## src/rtl/puf_hybrid_ctrl_if.sv

```systemverilog
// Request/response bundle and per-core enable/valid handshakes of the hybrid PUF controller.
interface puf_hybrid_ctrl_if #(
    parameter int WIDTH = 8
);
    logic             start;
    logic [1:0]       mode;
    logic             ext_sel;
    logic [WIDTH-1:0] challenge_in;
    logic [WIDTH-1:0] challenge;
    logic             arb_enable;
    logic             arb_valid;
    logic [WIDTH-1:0] arb_response;
    logic             ro_enable;
    logic             ro_valid;
    logic [WIDTH-1:0] ro_response;
    logic             busy;
    logic [WIDTH-1:0] response;
    logic [WIDTH-1:0] unstable;
    logic             response_valid;
    logic             error;

    modport slave (
        input  start, mode, ext_sel, challenge_in,
        input  arb_valid, arb_response, ro_valid, ro_response,
        output challenge, arb_enable, ro_enable,
        output busy, response, unstable, response_valid, error
    );

    modport master (
        output start, mode, ext_sel, challenge_in,
        output arb_valid, arb_response, ro_valid, ro_response,
        input  challenge, arb_enable, ro_enable,
        input  busy, response, unstable, response_valid, error
    );
endinterface

```

## src/rtl/puf_hybrid_ctrl.sv

```systemverilog
// Hybrid PUF controller: sequences VOTES evaluations on the arbiter/RO cores,
// majority-votes the samples per bit and flags bits whose votes disagreed.
module puf_hybrid_ctrl #(
    parameter int               WIDTH   = 8,
    parameter int               VOTES   = 5,
    parameter logic [WIDTH-1:0] TAPS    = 8'hB8,
    parameter logic [WIDTH-1:0] SEED    = 8'hA5,
    parameter int               TIMEOUT = 1023
) (
    input  logic             clk_i,
    input  logic             rst_i,
    puf_hybrid_ctrl_if.slave ctrl_if
);

    localparam int               CW       = $clog2(VOTES + 1);
    localparam int               TW       = $clog2(TIMEOUT + 1);
    localparam logic [CW-1:0]    VOTES_C  = CW'(VOTES);
    localparam logic [CW-1:0]    HALF_C   = CW'(VOTES / 2);
    localparam logic [TW-1:0]    TLAST_C  = TW'(TIMEOUT - 1);
    localparam logic [WIDTH-1:0] SEED_EFF = (SEED == '0) ? {{(WIDTH-1){1'b0}}, 1'b1} : SEED;

    typedef enum logic [2:0] {
        S_IDLE   = 3'd0,
        S_LOAD   = 3'd1,
        S_EVAL   = 3'd2,
        S_GAP    = 3'd3,
        S_DECIDE = 3'd4,
        S_DONE   = 3'd5
    } state_t;

    function automatic logic [WIDTH-1:0] lfsr_step(input logic [WIDTH-1:0] cur);
        return {cur[WIDTH-2:0], ^(cur & TAPS)};
    endfunction

    state_t           state_q;
    logic [1:0]       mode_q;
    logic [WIDTH-1:0] lfsr_q;
    logic [WIDTH-1:0] challenge_q;
    logic             arb_en_q;
    logic             ro_en_q;
    logic             arb_got_q;
    logic             ro_got_q;
    logic [WIDTH-1:0] arb_resp_q;
    logic [WIDTH-1:0] ro_resp_q;
    logic [CW-1:0]    ones_q [WIDTH];
    logic [CW-1:0]    vote_q;
    logic [TW-1:0]    tcnt_q;
    logic             busy_q;
    logic [WIDTH-1:0] response_q;
    logic [WIDTH-1:0] unstable_q;
    logic             rvalid_q;
    logic             error_q;

    logic             arb_need_s;
    logic             ro_need_s;
    logic             all_s;
    logic [WIDTH-1:0] arb_val_s;
    logic [WIDTH-1:0] ro_val_s;
    logic [WIDTH-1:0] sample_s;

    // Which cores the latched mode needs, and the sample once all of them have answered.
    always_comb begin
        arb_need_s = 1'b0;
        ro_need_s  = 1'b0;
        sample_s   = '0;
        arb_val_s  = arb_got_q ? arb_resp_q : ctrl_if.arb_response;
        ro_val_s   = ro_got_q ? ro_resp_q : ctrl_if.ro_response;
        case (mode_q)
            2'b00: begin
                arb_need_s = 1'b1;
                sample_s   = arb_val_s;
            end
            2'b01: begin
                ro_need_s = 1'b1;
                sample_s  = ro_val_s;
            end
            2'b10: begin
                arb_need_s = 1'b1;
                ro_need_s  = 1'b1;
                sample_s   = arb_val_s ^ ro_val_s;
            end
            default: begin
                arb_need_s = 1'b0;
                ro_need_s  = 1'b0;
                sample_s   = '0;
            end
        endcase
        all_s = (~arb_need_s | arb_got_q | ctrl_if.arb_valid) &
                (~ro_need_s | ro_got_q | ctrl_if.ro_valid);
    end

    // Controller FSM; every output is a register so enables and strobes are glitch-free.
    always_ff @(posedge clk_i or posedge rst_i) begin
        if (rst_i) begin
            state_q     <= S_IDLE;
            mode_q      <= 2'b00;
            lfsr_q      <= SEED_EFF;
            challenge_q <= '0;
            arb_en_q    <= 1'b0;
            ro_en_q     <= 1'b0;
            arb_got_q   <= 1'b0;
            ro_got_q    <= 1'b0;
            arb_resp_q  <= '0;
            ro_resp_q   <= '0;
            for (int i = 0; i < WIDTH; i++) ones_q[i] <= '0;
            vote_q      <= '0;
            tcnt_q      <= '0;
            busy_q      <= 1'b0;
            response_q  <= '0;
            unstable_q  <= '0;
            rvalid_q    <= 1'b0;
            error_q     <= 1'b0;
        end else begin
            rvalid_q <= 1'b0;
            error_q  <= 1'b0;
            case (state_q)
                S_IDLE: begin
                    // Mode and challenge source are captured here so later input changes cannot leak in.
                    if (ctrl_if.start) begin
                        if (ctrl_if.mode == 2'b11) begin
                            error_q <= 1'b1;
                        end else begin
                            mode_q  <= ctrl_if.mode;
                            busy_q  <= 1'b1;
                            state_q <= S_LOAD;
                            if (ctrl_if.ext_sel) begin
                                challenge_q <= ctrl_if.challenge_in;
                            end else begin
                                challenge_q <= lfsr_q;
                                lfsr_q      <= lfsr_step(lfsr_q);
                            end
                        end
                    end
                end
                S_LOAD: begin
                    for (int i = 0; i < WIDTH; i++) ones_q[i] <= '0;
                    vote_q    <= '0;
                    tcnt_q    <= '0;
                    arb_got_q <= 1'b0;
                    ro_got_q  <= 1'b0;
                    arb_en_q  <= arb_need_s;
                    ro_en_q   <= ro_need_s;
                    state_q   <= S_EVAL;
                end
                S_EVAL: begin
                    if (all_s) begin
                        for (int i = 0; i < WIDTH; i++) ones_q[i] <= ones_q[i] + CW'(sample_s[i]);
                        vote_q   <= vote_q + CW'(1);
                        arb_en_q <= 1'b0;
                        ro_en_q  <= 1'b0;
                        state_q  <= S_GAP;
                    end else if (tcnt_q == TLAST_C) begin
                        error_q  <= 1'b1;
                        arb_en_q <= 1'b0;
                        ro_en_q  <= 1'b0;
                        busy_q   <= 1'b0;
                        state_q  <= S_IDLE;
                    end else begin
                        tcnt_q <= tcnt_q + TW'(1);
                        if (ctrl_if.arb_valid && !arb_got_q) begin
                            arb_got_q  <= 1'b1;
                            arb_resp_q <= ctrl_if.arb_response;
                        end
                        if (ctrl_if.ro_valid && !ro_got_q) begin
                            ro_got_q  <= 1'b1;
                            ro_resp_q <= ctrl_if.ro_response;
                        end
                    end
                end
                S_GAP: begin
                    tcnt_q    <= '0;
                    arb_got_q <= 1'b0;
                    ro_got_q  <= 1'b0;
                    if (vote_q < VOTES_C) begin
                        arb_en_q <= arb_need_s;
                        ro_en_q  <= ro_need_s;
                        state_q  <= S_EVAL;
                    end else begin
                        state_q <= S_DECIDE;
                    end
                end
                S_DECIDE: begin
                    for (int i = 0; i < WIDTH; i++) begin
                        response_q[i] <= (ones_q[i] > HALF_C);
                        unstable_q[i] <= (ones_q[i] != '0) && (ones_q[i] != VOTES_C);
                    end
                    rvalid_q <= 1'b1;
                    state_q  <= S_DONE;
                end
                S_DONE: begin
                    busy_q  <= 1'b0;
                    state_q <= S_IDLE;
                end
                default: begin
                    arb_en_q <= 1'b0;
                    ro_en_q  <= 1'b0;
                    busy_q   <= 1'b0;
                    state_q  <= S_IDLE;
                end
            endcase
        end
    end

    assign ctrl_if.challenge      = challenge_q;
    assign ctrl_if.arb_enable     = arb_en_q;
    assign ctrl_if.ro_enable      = ro_en_q;
    assign ctrl_if.busy           = busy_q;
    assign ctrl_if.response       = response_q;
    assign ctrl_if.unstable       = unstable_q;
    assign ctrl_if.response_valid = rvalid_q;
    assign ctrl_if.error          = error_q;

endmodule

```

## src/flat_wrapper.sv

```systemverilog
// flat-port wrapper written by rule: the top's interface ports become plain ports
module puf_hybrid_ctrl_flat 
#(
    parameter int               WIDTH   = 8,
    parameter int               VOTES   = 5,
    parameter logic [WIDTH-1:0] TAPS    = 8'hB8,
    parameter logic [WIDTH-1:0] SEED    = 8'hA5,
    parameter int               TIMEOUT = 1023
)
  (clk_i, rst_i, ctrl_if_start, ctrl_if_mode, ctrl_if_ext_sel, ctrl_if_challenge_in, ctrl_if_arb_valid, ctrl_if_arb_response, ctrl_if_ro_valid, ctrl_if_ro_response, ctrl_if_challenge, ctrl_if_arb_enable, ctrl_if_ro_enable, ctrl_if_busy, ctrl_if_response, ctrl_if_unstable, ctrl_if_response_valid, ctrl_if_error);
  puf_hybrid_ctrl_if #(.WIDTH(WIDTH)) ctrl_if_i ();
  input  logic clk_i;
  input  logic rst_i;
  input wire logic [$bits(ctrl_if_i.start)-1:0] ctrl_if_start;
  input wire logic [$bits(ctrl_if_i.mode)-1:0] ctrl_if_mode;
  input wire logic [$bits(ctrl_if_i.ext_sel)-1:0] ctrl_if_ext_sel;
  input wire logic [$bits(ctrl_if_i.challenge_in)-1:0] ctrl_if_challenge_in;
  input wire logic [$bits(ctrl_if_i.arb_valid)-1:0] ctrl_if_arb_valid;
  input wire logic [$bits(ctrl_if_i.arb_response)-1:0] ctrl_if_arb_response;
  input wire logic [$bits(ctrl_if_i.ro_valid)-1:0] ctrl_if_ro_valid;
  input wire logic [$bits(ctrl_if_i.ro_response)-1:0] ctrl_if_ro_response;
  output wire logic [$bits(ctrl_if_i.challenge)-1:0] ctrl_if_challenge;
  output wire logic [$bits(ctrl_if_i.arb_enable)-1:0] ctrl_if_arb_enable;
  output wire logic [$bits(ctrl_if_i.ro_enable)-1:0] ctrl_if_ro_enable;
  output wire logic [$bits(ctrl_if_i.busy)-1:0] ctrl_if_busy;
  output wire logic [$bits(ctrl_if_i.response)-1:0] ctrl_if_response;
  output wire logic [$bits(ctrl_if_i.unstable)-1:0] ctrl_if_unstable;
  output wire logic [$bits(ctrl_if_i.response_valid)-1:0] ctrl_if_response_valid;
  output wire logic [$bits(ctrl_if_i.error)-1:0] ctrl_if_error;
  assign ctrl_if_i.start = ctrl_if_start;
  assign ctrl_if_i.mode = ctrl_if_mode;
  assign ctrl_if_i.ext_sel = ctrl_if_ext_sel;
  assign ctrl_if_i.challenge_in = ctrl_if_challenge_in;
  assign ctrl_if_i.arb_valid = ctrl_if_arb_valid;
  assign ctrl_if_i.arb_response = ctrl_if_arb_response;
  assign ctrl_if_i.ro_valid = ctrl_if_ro_valid;
  assign ctrl_if_i.ro_response = ctrl_if_ro_response;
  assign ctrl_if_challenge = ctrl_if_i.challenge;
  assign ctrl_if_arb_enable = ctrl_if_i.arb_enable;
  assign ctrl_if_ro_enable = ctrl_if_i.ro_enable;
  assign ctrl_if_busy = ctrl_if_i.busy;
  assign ctrl_if_response = ctrl_if_i.response;
  assign ctrl_if_unstable = ctrl_if_i.unstable;
  assign ctrl_if_response_valid = ctrl_if_i.response_valid;
  assign ctrl_if_error = ctrl_if_i.error;
  puf_hybrid_ctrl #(.WIDTH(WIDTH), .VOTES(VOTES), .TAPS(TAPS), .SEED(SEED), .TIMEOUT(TIMEOUT)) u_core (.clk_i(clk_i), .rst_i(rst_i), .ctrl_if(ctrl_if_i));
endmodule
```

## config.mk

```make
export PLATFORM = sky130hd
export DESIGN_NAME = puf_hybrid_ctrl_flat
export DESIGN_NICKNAME = d
export VERILOG_FILES = /design/src/rtl/puf_hybrid_ctrl_if.sv /design/src/rtl/puf_hybrid_ctrl.sv /design/src/flat_wrapper.sv
export SDC_FILE = /design/constraint.sdc
export NUM_CORES = 1
export LEC_CHECK = 0
export CORE_UTILIZATION = 56
export DETAILED_ROUTE_END_ITERATION = 6
export PLACE_DENSITY = 0.8
export SYNTH_ARGS = -nofsm -noshare
export SYNTH_HDL_FRONTEND = slang
export SYNTH_SLANG_ARGS = --single-unit
export TNS_END_PERCENT = 30
```

## constraint.sdc

```tcl
create_clock -name clk_i -period 3.46 [get_ports clk_i]
set_input_delay 0.346 -clock clk_i [delete_from_list [all_inputs] [get_ports clk_i]]
set_output_delay 0.346 -clock clk_i [all_outputs]
set_load 0.01 [all_outputs]
```

==> impl.org <==
** CTS
- Number of buffers on the longest clock path :: 2
- Insertion delay of the later-clocked pin in the worst-skew pair :: 0.38 ns
- TritonCTS buffer count :: 9
- After clock tree synthesis, the flow added hold-fix buffers numbering 0.
- Sink Count :: 97
- CTS H-tree lvls :: 3
- Gates resized during post-CTS repair numbered 0.
- TritonCTS built the clock tree.
- In this run the post-CTS setup repair buffer count came out at 0.
- CTS Root Cell :: clkbuf_8
- Clock transition at the registers of the reported paths :: about 0.10 ns

** Critical path
- Arrival time of the worst setup path :: 3.19 ns
- The critical path is of the reg -> reg type.
- The largest individual stage delay along the critical path comes from the cell or3_1.
- The worst setup path is captured at a flop.
- Critical Path Start Type :: flop
- Highest cell delay on the worst timing path :: 0.57 ns
- Counting both buffers and inverters, the worst setup path holds a total of 1.
- In this run the worst path has a maximum fanout of 11.
- Kind of cell adding the most delay to the critical path :: simple AND/OR/NAND/NOR gates
- Sequence of cells on the critical path :: inv_1, ha_1, or2_2, a22oi_1, or3_1, nor3b_4, mux2_2
- Required time at the endpoint of the critical path :: around 3.7 ns

** Yosys
- Post-synthesis net count :: 557
- In the synthesized netlist the async set-or-reset flop fraction comes to 1.00.
- Yosys printed 0 warnings.
- dfrtp_1 is the most common cell in the netlist.
- Area fraction of the dominant cell type after synthesis :: 0.469
- Counting flops and latches in the post-synthesis netlist gives just under 100.
- By count the netlist is led by dfrtp_1 (93), nand2_1 (66), nor2_1 (63).
- In this run, synthesis inferred 0 flip-flops with an integrated enable.
- Sequential area share after synthesis :: 0.490
- For this run, the leading register cell type out of synthesis is dfrtp_1.
- Cells after synthesis :: between 500 and 600
- In this run the cell area of the synthesized design comes to 4960 sq um.
- Ranked by total cell area, the synthesized netlist is headed by dfrtp_1 (47%), mux2i_1 (5.9%), ha_1 (5.8%).
- Count of distinct cell types in the synthesized netlist :: 44
- The synthesized design spends more area on one cell type than any other, namely dfrtp_1.
- Each instance of the synthesized netlist takes up on average slightly below 10 sq um.

** STA
- Number of hold violations in the final report :: 0
- Transition at the pin with the smallest max-transition slack :: 0.823 ns
- Final-report max-slew violation count :: 0
- Setup repair after global routing left no endpoint under its margin.
- For the finished layout, the period the worst path requires is 2.93 ns.
- Maximum clock skew at final layout :: 0.0156 ns
- Maximum operating frequency :: 0.342 GHz
- Headroom to the max-slew limit came out at 0.450.
- Setup total negative slack on the finished layout was measured at 0 ns.
- Number of setup violations in the final report :: 0
- In the finished design, the share of the clock period the worst path needs comes to 0.846.
- The tightest hold path in the finished design has a slack of between 0.2 and 0.3 ns.

** Finish
- Combined flip-flop and latch cell area :: 2430 sq um
- Area growth from synthesis to layout :: 17.8%
- The repair_antennas step left the layout with diodes totalling 0.
- Counting the fill cells in the layout gives 637.
- Summing all multi-input logic gate instances after layout gives 2380 sq um.
- In the final design database the tool counted 605 nets.
- In the final layout, the share of cells above drive strength 1 is 0.103.

** Placement
- Summed over all nets, the half-perimeter wirelength after detailed placement is 7010 um.
- Final estimated routing congestion in global placement :: 0.847
- Buffers added on ports :: 60

** Detailed routing
- For this block, the via count after detailed routing is 3735.
- After detailed routing, the number of remaining DRC violations is 0.
- In this run the remaining antenna-violating nets after routing total 0.
- After detailed routing, the average wire length per cell comes to 15.3 um.
- The pre-antenna-repair detailed-routing pass consisted of 4 iterations.
- Via/cell ratio :: 5.66
- Wires add up to 10100 um.
- DRT iter0 DRCs :: 206

** Worst hold path
- HP Class :: in -> async

** Global route
- The via count of the first global-routing pass is 3654.
- The first global-routing pass estimated between 15000 and 20000 um of wire.
- Gr ovfl total :: 0
- Maximum number of pins on one net before global-route repair :: 79
- Across every metal layer, demand over resource in global routing totals 0.244.
- The number of antenna violations at the first check in global routing is 0.

** Die
- In this run the count of I/O pins placed on the die edge is between 60 and 70.
- Core area :: around 8400 sq um
- The floorplan step defined a die boundary enclosing between 9000 and 10000 sq um.
- The initial utilization of the core area, before any placement, comes to 0.592.
- Die span in x :: 96.1 um
- Chip Height :: 96.1 um
- Row generation in the floorplan step produced 33 rows.

** Outcome
- The run finished with clean final reports.

** Power
- Largest voltage drop on the vdd net :: between 0.3 and 0.4 mV
- Power density normalized to cell area :: 838 nW/um^2
- Static Leakage :: 0.00267 uW

** Job
- Across the run, the number of max-cap violations was 0.
-- cell families after synthesis --
logic type      after synthesis  share of synthesized area
simple gates                180                      0.164
flops                        97                      0.490
compound gates               89                      0.106
mux                          52                      0.111
buf+inv                      39                     0.0310
fa+ha+maj                    23                     0.0580
xor+xnor                     22                     0.0388
-- flip-flops by register name, indices dropped and copies added (netlist names), 2 cells and up --
signal / count
u_core.arb_resp_q: 8
u_core.ones_q: 24
u_core.mode_q: 2
u_core.state_q: 3
u_core.lfsr_q: 8
u_core.ctrl_if.response: 8
u_core.ro_resp_q: 8
u_core.ctrl_if.challenge: 8
u_core.ctrl_if.unstable: 8
u_core.vote_q: 3
u_core.tcnt_q: 10
-- final timing paths --
kind	from	to	slack, ns	cells past startpoint
worst max-delay path	u_core.mode_q[1]$_DFFE_PP0P_	u_core.arb_resp_q[6]$_DFFE_PP0P_	0.53	7
worst min-delay path	rst_i	u_core.ctrl_if.error$_DFF_PP0_	0.25	2
worst max register to register	u_core.mode_q[1]$_DFFE_PP0P_	u_core.arb_resp_q[6]$_DFFE_PP0P_	0.53	7
worst min register to register	u_core.ctrl_if.challenge[7]$_DFFE_PP0P_	u_core.ctrl_if.challenge[7]$_DFFE_PP0P_	0.50	2
max in group asynchronous	rst_i	u_core.lfsr_q[2]$_DFFE_PP1P_	2.47	3
min in group clk_i	u_core.ctrl_if.challenge[7]$_DFFE_PP0P_	u_core.ctrl_if.challenge[7]$_DFFE_PP0P_	0.50	2
-- worst reg2reg max path, delay by kind of cell (launching register included) --
kind,cells,cell delay (ns)
compound gates,1,0.24
fa+ha+maj,1,0.34
buf+inv,1,0.12
flops,1,0.43
mux,1,0.40
simple gates,3,1.30
-- final cells by class --
type | count | area share
Multi-Input combinational cell | 366 | 0.407
Clock inverter | 6 | 0.0131
Sequential cell | 97 | 0.416
Inverter | 10 | 0.00664
Clock buffer | 10 | 0.0218
Tap cell | 105 | 0.0225
Timing Repair Buffer | 66 | 0.113
-- power breakdown --
group	internal, uW	switching [uW]	leakage (uW)
Sequential	1560	423	0.00125
Clock	347	427	0.0000969
Combinational	1010	1120	0.00132
-- cells in the final DEF, fill, tap and decap left out, types with 2 or more instances in the layout --
cell type / instances
nor4_1: 3
mux2_2: 22
nand2b_1: 4
a21oi_1: 49
xnor2_1: 5
dfrtp_1: 93
o31ai_1: 2
nand2_1: 66
nor2_1: 63
clkbuf_8: 9
nor3b_4: 2
mux2i_1: 29
dfstp_2: 4
inv_8: 2
o22a_1: 8
nand4_1: 5
or3_1: 2
clkdlybuf4s50_1: 60
nand3_1: 20
o21ai_0: 17
clkinvlp_4: 2
buf_4: 5
o22ai_1: 2
inv_1: 9
nor3_1: 6
a221o_1: 2
xor2_1: 17
ha_1: 23
-- layer usage --
layer	wire length, um	track usage	vias up	part of all wire
met5	0	0	-	0
li1	-	-	1837	-
met4	172	0.0908	0	0.017
met1	4640	0.315	1822	0.46
met3	293	0.0348	15	0.029
met2	4960	0.416	61	0.49
-- metrics by stage --
stage	power, uW	cells	utilization	setup WS [ns]	instance area [sq um]
global placement	4000	644	0.673	0.752	5640
detailed placement	4140	644	0.673	0.574	5640
global route	5300	660	0.697	0.415	5840
CTS	4920	660	0.697	0.548	5840
floorplan	3430	502	-	0.587	4960
finish	4900	660	0.697	0.532	5840
Note: power is estimated with default switching activity, not from simulation.
